==> src/rtl/vga_sync_decoder_module.sv <==
// VGA sync decoder: measures incoming line/frame timing, locks onto it and emits active-area pixels with coordinates.
// Build option VGA_DECODE_HALFRES_EN: halves Xpos/Ypos and marks only even-column/even-row pixels valid.
//
// state   | meaning
// SEARCH  | no timing reference, waiting for a VSYNC falling edge
// MEASURE | checking line and frame totals over two consecutive frames
// LOCKED  | timing matches parameters, pixels are being reported
module vga_sync_decoder_module #(
   parameter int H_SYNC   = 96,
   parameter int H_BACK   = 48,
   parameter int H_ACTIVE = 640,
   parameter int H_FRONT  = 16,
   parameter int V_SYNC   = 2,
   parameter int V_BACK   = 33,
   parameter int V_ACTIVE = 480,
   parameter int V_FRONT  = 10
) (
   input  logic        CLK,
   input  logic        RST,
   input  logic        HSYNC,
   input  logic        VSYNC,
   input  logic [7:0]  R,
   input  logic [7:0]  G,
   input  logic [7:0]  B,
   output logic [7:0]  PixR,
   output logic [7:0]  PixG,
   output logic [7:0]  PixB,
   output logic [9:0]  Xpos,
   output logic [9:0]  Ypos,
   output logic        PixValid,
   output logic        FrameStart,
   output logic        Locked,
   output logic        SyncErr,
   output logic [11:0] HTotal,
   output logic [11:0] VTotal
);

   localparam logic [11:0] H_TOT   = 12'(H_SYNC + H_BACK + H_ACTIVE + H_FRONT);
   localparam logic [11:0] V_TOT   = 12'(V_SYNC + V_BACK + V_ACTIVE + V_FRONT);
   localparam logic [11:0] H_FIRST = 12'(H_SYNC + H_BACK);
   localparam logic [11:0] H_LAST  = 12'(H_SYNC + H_BACK + H_ACTIVE - 1);
   localparam logic [11:0] V_FIRST = 12'(V_SYNC + V_BACK);
   localparam logic [11:0] V_LAST  = 12'(V_SYNC + V_BACK + V_ACTIVE - 1);
   localparam logic [11:0] CNT_MAX = 12'hFFF;

   typedef enum logic [1:0] {
      SEARCH  = 2'd0,
      MEASURE = 2'd1,
      LOCKED  = 2'd2
   } state_t;

   state_t      state, stateNext;
   logic        goodCnt, goodCntNext;
   logic        errPulse;

   logic        hsReg, vsReg, hsDly, vsDly;
   logic [7:0]  rReg, gReg, bReg;
   logic        hFall, vFall, vPending, vStart;
   logic [11:0] hcnt, vcnt, hNext, vNext;
   logic [11:0] hTotNew, vTotNew;
   logic        hBad, vBad, hSat;
   logic        inWin, pixOk;
   logic [9:0]  xFull, yFull, xCalc, yCalc;

   always_ff @(posedge CLK) begin
      if (RST) begin
         hsReg <= 1'b1;
         vsReg <= 1'b1;
         hsDly <= 1'b1;
         vsDly <= 1'b1;
         rReg  <= '0;
         gReg  <= '0;
         bReg  <= '0;
      end else begin
         hsReg <= HSYNC;
         vsReg <= VSYNC;
         hsDly <= hsReg;
         vsDly <= vsReg;
         rReg  <= R;
         gReg  <= G;
         bReg  <= B;
      end
   end

   assign hFall = hsDly & ~hsReg;
   assign vFall = vsDly & ~vsReg;

   // hNext/vNext are the coordinates of the pixel currently held in rReg/gReg/bReg.
   assign hNext   = hFall ? 12'd0 : ((hcnt == CNT_MAX) ? CNT_MAX : hcnt + 12'd1);
   assign vStart  = hFall & (vPending | vFall);
   assign vNext   = vStart ? 12'd0 :
                    ((hFall && (vcnt != CNT_MAX)) ? vcnt + 12'd1 : vcnt);
   assign hTotNew = (hcnt == CNT_MAX) ? CNT_MAX : hcnt + 12'd1;
   assign vTotNew = (vcnt == CNT_MAX) ? CNT_MAX : vcnt + 12'd1;

   assign hBad = hFall & (hTotNew != H_TOT);
   assign vBad = vFall & (vTotNew != V_TOT);
   assign hSat = (hcnt == CNT_MAX);

   always_ff @(posedge CLK) begin
      if (RST) begin
         hcnt     <= '0;
         vcnt     <= '0;
         vPending <= 1'b0;
         HTotal   <= '0;
         VTotal   <= '0;
      end else begin
         hcnt <= hNext;
         vcnt <= vNext;
         if (hFall) begin
            vPending <= 1'b0;
         end else if (vFall) begin
            vPending <= 1'b1;
         end
         if (hFall) begin
            HTotal <= hTotNew;
         end
         if (vFall) begin
            VTotal <= vTotNew;
         end
      end
   end

   always_ff @(posedge CLK) begin
      if (RST) begin
         state   <= SEARCH;
         goodCnt <= 1'b0;
      end else begin
         state   <= stateNext;
         goodCnt <= goodCntNext;
      end
   end

   always_comb begin
      stateNext   = state;
      goodCntNext = goodCnt;
      errPulse    = 1'b0;
      case (state)
         SEARCH: begin
            if (vFall) begin
               stateNext   = MEASURE;
               goodCntNext = 1'b0;
            end
         end
         MEASURE: begin
            if (hBad || vBad || hSat) begin
               stateNext = SEARCH;
            end else if (vFall) begin
               if (goodCnt) begin
                  stateNext = LOCKED;
               end else begin
                  goodCntNext = 1'b1;
               end
            end
         end
         LOCKED: begin
            if (hBad || vBad || hSat) begin
               stateNext = SEARCH;
               errPulse  = 1'b1;
            end
         end
         default: stateNext = SEARCH;
      endcase
   end

   assign inWin = (hNext >= H_FIRST) && (hNext <= H_LAST) &&
                  (vNext >= V_FIRST) && (vNext <= V_LAST);
   assign xFull = 10'(hNext - H_FIRST);
   assign yFull = 10'(vNext - V_FIRST);

`ifdef VGA_DECODE_HALFRES_EN
   assign xCalc = {1'b0, xFull[9:1]};
   assign yCalc = {1'b0, yFull[9:1]};
   assign pixOk = inWin & ~xFull[0] & ~yFull[0];
`else
   assign xCalc = xFull;
   assign yCalc = yFull;
   assign pixOk = inWin;
`endif

   // Qualify with stateNext so PixValid never outlives Locked on a lock-loss edge.
   always_ff @(posedge CLK) begin
      if (RST) begin
         PixR       <= '0;
         PixG       <= '0;
         PixB       <= '0;
         Xpos       <= '0;
         Ypos       <= '0;
         PixValid   <= 1'b0;
         FrameStart <= 1'b0;
         SyncErr    <= 1'b0;
      end else begin
         PixR <= rReg;
         PixG <= gReg;
         PixB <= bReg;
         if (inWin) begin
            Xpos <= xCalc;
            Ypos <= yCalc;
         end
         PixValid   <= (stateNext == LOCKED) && pixOk;
         FrameStart <= (stateNext == LOCKED) && inWin && (xFull == 10'd0) && (yFull == 10'd0);
         SyncErr    <= errPulse;
      end
   end

   assign Locked = (state == LOCKED);

endmodule

==> config.mk <==
export PLATFORM = sky130hd
export DESIGN_NAME = vga_sync_decoder_module
export DESIGN_NICKNAME = d
export VERILOG_FILES = /design/src/rtl/vga_sync_decoder_module.sv
export SDC_FILE = /design/constraint.sdc
export NUM_CORES = 1
export LEC_CHECK = 0
export ABC_AREA = 0
export CAP_MARGIN = 20
export CORE_MARGIN = 5
export CORE_UTILIZATION = 30
export DETAILED_ROUTE_END_ITERATION = 10
export PLACE_DENSITY = 0.57
export SLEW_MARGIN = 15
export SYNTH_ARGS = -nofsm -noshare
export SYNTH_HDL_FRONTEND = slang
export SYNTH_SLANG_ARGS = --single-unit
export TNS_END_PERCENT = 100
==> constraint.sdc <==
create_clock -name CLK -period 3.2 [get_ports CLK]
set_input_delay 0.32 -clock CLK [delete_from_list [all_inputs] [get_ports CLK]]
set_output_delay 0.32 -clock CLK [all_outputs]
set_load 0.005 [all_outputs]
==> impl_summary.txt <==
----------------------------------------------------
[Critical path]
  Longest individual stage delay on the worst path ... 0.42 ns
  Number of buffer and inverter instances along the worst setup path ... 3
  Critical path required time ... 3.54 ns
  Critical Path Source Type ... flop
  Endpoint class of the critical path ... flop
  Cell family with the largest share of critical-path delay ... compound AO/OA/AOI/OAI gates
  Worst endpoint data arrival time ... 3.37 ns
  Worst Path Class, Setup ... flop to flop
  Peak fanout along the critical path ... 12
  Cells along the critical path ... and4_4 > a311oi_2 > nor2_2 > nand2_1 > inv_1 > ha_1 > o211ai_1 > o41ai_2 > or4_4 > nand4b_4 > a211oi_4 > buf_6 > clkbuf_16 > nor2_1 > a211oi_2
  Critical Path Slowest Stage Cell ... o41ai_2

[Placement]
  Port Buf Inserts ... 99
  Placed Instance Area ... 0.006915 mm^2
  Final weighted congestion in routability-driven placement ... 0.9555
  Minimum setup slack after placement ... -0.006173 ns
  Placed wire-length estimate ... 11470 um

[Route]
  Post-detailed-route wirelength per cell ... 16.10 um
  Aggregate routed wire length ... 15480 um
  Mean number of vias per cell ... 4.963
  DRT Pass-1 Iters ... 5
  DRC viols ... 0
  Total vias in the final route ... 4769
  DRC violation total after the first TritonRoute iteration ... 321
  Remaining number of nets flagged by the antenna check after routing ... 0

[Clocking]
  H-tree level count ... 4
  CTS Hold Buffers Added ... 0
  Worst-path clk slew ... 0.06 ns
  Clock tree buffer depth ... 2
  Number of buffers inserted during clock tree synthesis ... 17
  TritonCTS clock tree ... built
  Clock Latency Late Sink ... 0.42 ns
  CTS Root Cell ... clkbuf_16
  Clock sink count ... 127

[Logic synthesis]
  Count of distinct cell types in the synthesized netlist ... 63
  Synthesized-area fraction occupied by and/or/nand/nor cells ... 24.98%
  Share of cell area taken by muxes after synthesis ... 2.742%
  Portion of the post-synthesis area used by sequential elements ... 47.21%
  Main combinational cell family by area after synthesis ... simple AND/OR/NAND/NOR gates
  Total number of yosys warnings ... 0
  Fraction of the mapped netlist area in adder cells ... 1.626%
  Count of mapped cells out of synthesis ... 580
  Syn Std Cell Area ... 0.005385 mm^2
  Post-synth EDFFs ... 0
  Area leader, netlist ... dfxtp_1
  Post-synthesis net count ... 615
  Seq cells post-synth ... 127
  Area contributors post-synth ... dfxtp_1 47%, nor2b_1 6.0%, nor2_1 4.7%
  Ys flop type ... dfxtp_1
  Synthesized-area fraction occupied by ao, oa, aoi and oai cells ... 16.73%
  FFs w/ async S/R, synth ... 0%
  Xor-xnor portion of the synthesized cell area ... 2.928%
  Mean instance size in the synthesized netlist ... 9.285 um^2
  Top-area cell type share of the netlist area ... 47.21%

[Timing]
  Share of the clock period used by the worst path ... 94.75%
  Unrepaired setup endpoints after global routing ... false
  Max Clock Skew ... 0.009294 ns
  Highest attainable clock frequency ... 0.3298 GHz
  Least setup slack across all paths after layout ... 0.1682 ns
  Max-slew violation count ... 0
  Transition time at the pin with the least slew margin ... 0.9017 ns
  Final hold vios ... 0
  Slew margin rel. ... 39.89%
  Final setup viols ... 0
  Crit path time final ... 3.032 ns

[Floorplan]
  Top-level I/O count ... 100
  Std-Cell Core Area ... 0.01784 mm^2
  Chip width ... 144.0 um
  Die height ... 144.0 um
  Die Outline Area ... 0.02073 mm^2
  Initial Util ... 30.18%
  Placement row count ... 49

[Global routing]
  First-pass GRT wire length ... 24270 um
  Largest net degree at the start of global routing ... 88
  Initial antenna violation count ... 0
  Overall overflow remaining after global route ... 0
  Total global routing track utilization ... 14.95%
  Vias in the first global route ... 4539

[Status]
  Outcome ... finished, final reports clean

[Power]
  Static power due to leakage ... 2.850 nW
  Worst IR Drop VDD ... 0.0003802 V
  Power density over the cells ... 511.9 mW/mm^2

[Finish]
  Fraction of final layout cells with drive strength greater than 1 ... 18.85%
  Layout net count ... 754
  Synth-to-layout area growth ... 41.94%
  Post-route cell area ... 0.007644 mm^2
  Ant. Diodes ... 0

[Hold path]
  Tightest Hold Check Type ... input pin to flop

[Job]
  Total of max-cap violations ... 0

----------------------------------------------------
[flip-flops by register name, indices dropped and copies added (netlist names), 2 cells and up]
register and cells:
Ypos 10, rReg 8, vcnt 12, VTotal 12, PixG 8, HTotal 12
state 2, hcnt 12, gReg 8, Xpos 10, bReg 8, PixR 8
PixB 8
[cell usage in the layout (no fill, tap or decap), types with 11 or more instances in the layout]
cell             synthesis  layout
a211oi_1                14      14
a21oi_1                 19      19
buf_4                    2      54
clkbuf_16                0      18
clkdlybuf4s50_1          0      98
dfxtp_1                127     120
mux2i_1                 11      11
nand2_1                 32      31
nand3_1                 14      14
nor2_1                  67      65
nor2b_1                 52      52
nor3_1                  21      21
o21ai_0                 16      16
xnor2_1                 13      13
[per-stage QoR]
stage / utilization, % / TNS, ns / total power (W) / instances / hold WS (ns)
2_1_floorplan: - / 0 / 0.001825 / 580 / 0.4138
3_3_place_gp: 38.76 / 0 / 0.001970 / 927 / 0.4177
3_5_place_dp: 38.76 / -0.006173 / 0.001972 / 927 / 0.4231
4_1_cts: 42.22 / 0 / 0.003957 / 959 / 0.2100
5_1_grt: 42.84 / 0 / 0.004068 / 961 / 0.2286
6_report: 42.84 / 0 / 0.003913 / 961 / 0.2254
[synthesized netlist by cell type, types with 4 or more instances]
| library cell | number |
|---|---|
| dfxtp_1 | 127 |
| nor2_1 | 67 |
| nor2b_1 | 52 |
| nand2_1 | 32 |
| nor3_1 | 21 |
| clkbuf_1 | 20 |
| a21oi_1 | 19 |
| o21ai_0 | 16 |
| a211oi_1 | 14 |
| nand3_1 | 14 |
| xnor2_1 | 13 |
| and2_1 | 11 |
| mux2i_1 | 11 |
| a211oi_2 | 9 |
| buf_2 | 9 |
| inv_1 | 9 |
| nand2b_1 | 9 |
| a31oi_1 | 8 |
| nand4_1 | 8 |
| a22o_1 | 7 |
| and3_1 | 7 |
| ha_1 | 7 |
| nor4_1 | 7 |
| and4_1 | 6 |
| a311oi_1 | 5 |
| o21ai_1 | 5 |
| xor2_1 | 5 |
| a21o_1 | 4 |
| nor3b_1 | 4 |
| or2_2 | 4 |
[final cells by class]
type | instances | area [um^2]
inverter | 9 | 33.78
clock buffer | 18 | 439.2
tap | 229 | 286.5
sequential | 127 | 2554
timing repair buffer | 156 | 1454
fill | 1710 | 10200
clock inverter | 14 | 170.2
multi-input combinational | 408 | 2706
[where the power goes]
part | switching, W | internal (W) | total (W)
registers | 0.0000229 | 0.00163 | 0.00165
logic | 0.000141 | 0.000147 | 0.000289
clock network | 0.000776 | 0.00120 | 0.00197
[final timing paths]
path	cells after the start	slack (ns)	end	from
worst max-delay path	15	0.17	Xpos[4]	hcnt[11]
worst min-delay path	2	0.23	state[0]	RST
worst max register to register	15	0.17	Xpos[4]	hcnt[11]
worst min register to register	1	0.43	PixR[0]	rReg[0]
[metal layers]
layer  global-route usage [%]  routed length, um  vias to the layer above
met1                    20.43               7376                     2236
li1                         -                  -                     2334
met3                    3.737                982                       23
met5                        0                  0                        -
met4                    5.798                309                        0
met2                    22.73               6806                      176
[what timing repair did]
item | 4_1_cts | 5_1_grt
pin swaps | 0 | 6
endpoints found under the setup margin | 1 | 22
buffers inserted | 0 | 1
resized for setup | 1 | 25
cloned | 0 | 1
[cells by family (layout without fill, tap and decap cells)]
| family | count (synthesis) | after routing |
|---|---|---|
| compound gates | 117 | 117 |
| buf+inv | 45 | 197 |
| mux | 14 | 14 |
| fa+ha+maj | 7 | 7 |
| simple gates | 252 | 252 |
| xor+xnor | 18 | 18 |
| flops | 127 | 127 |
Note: power is estimated with default switching activity, not from simulation.
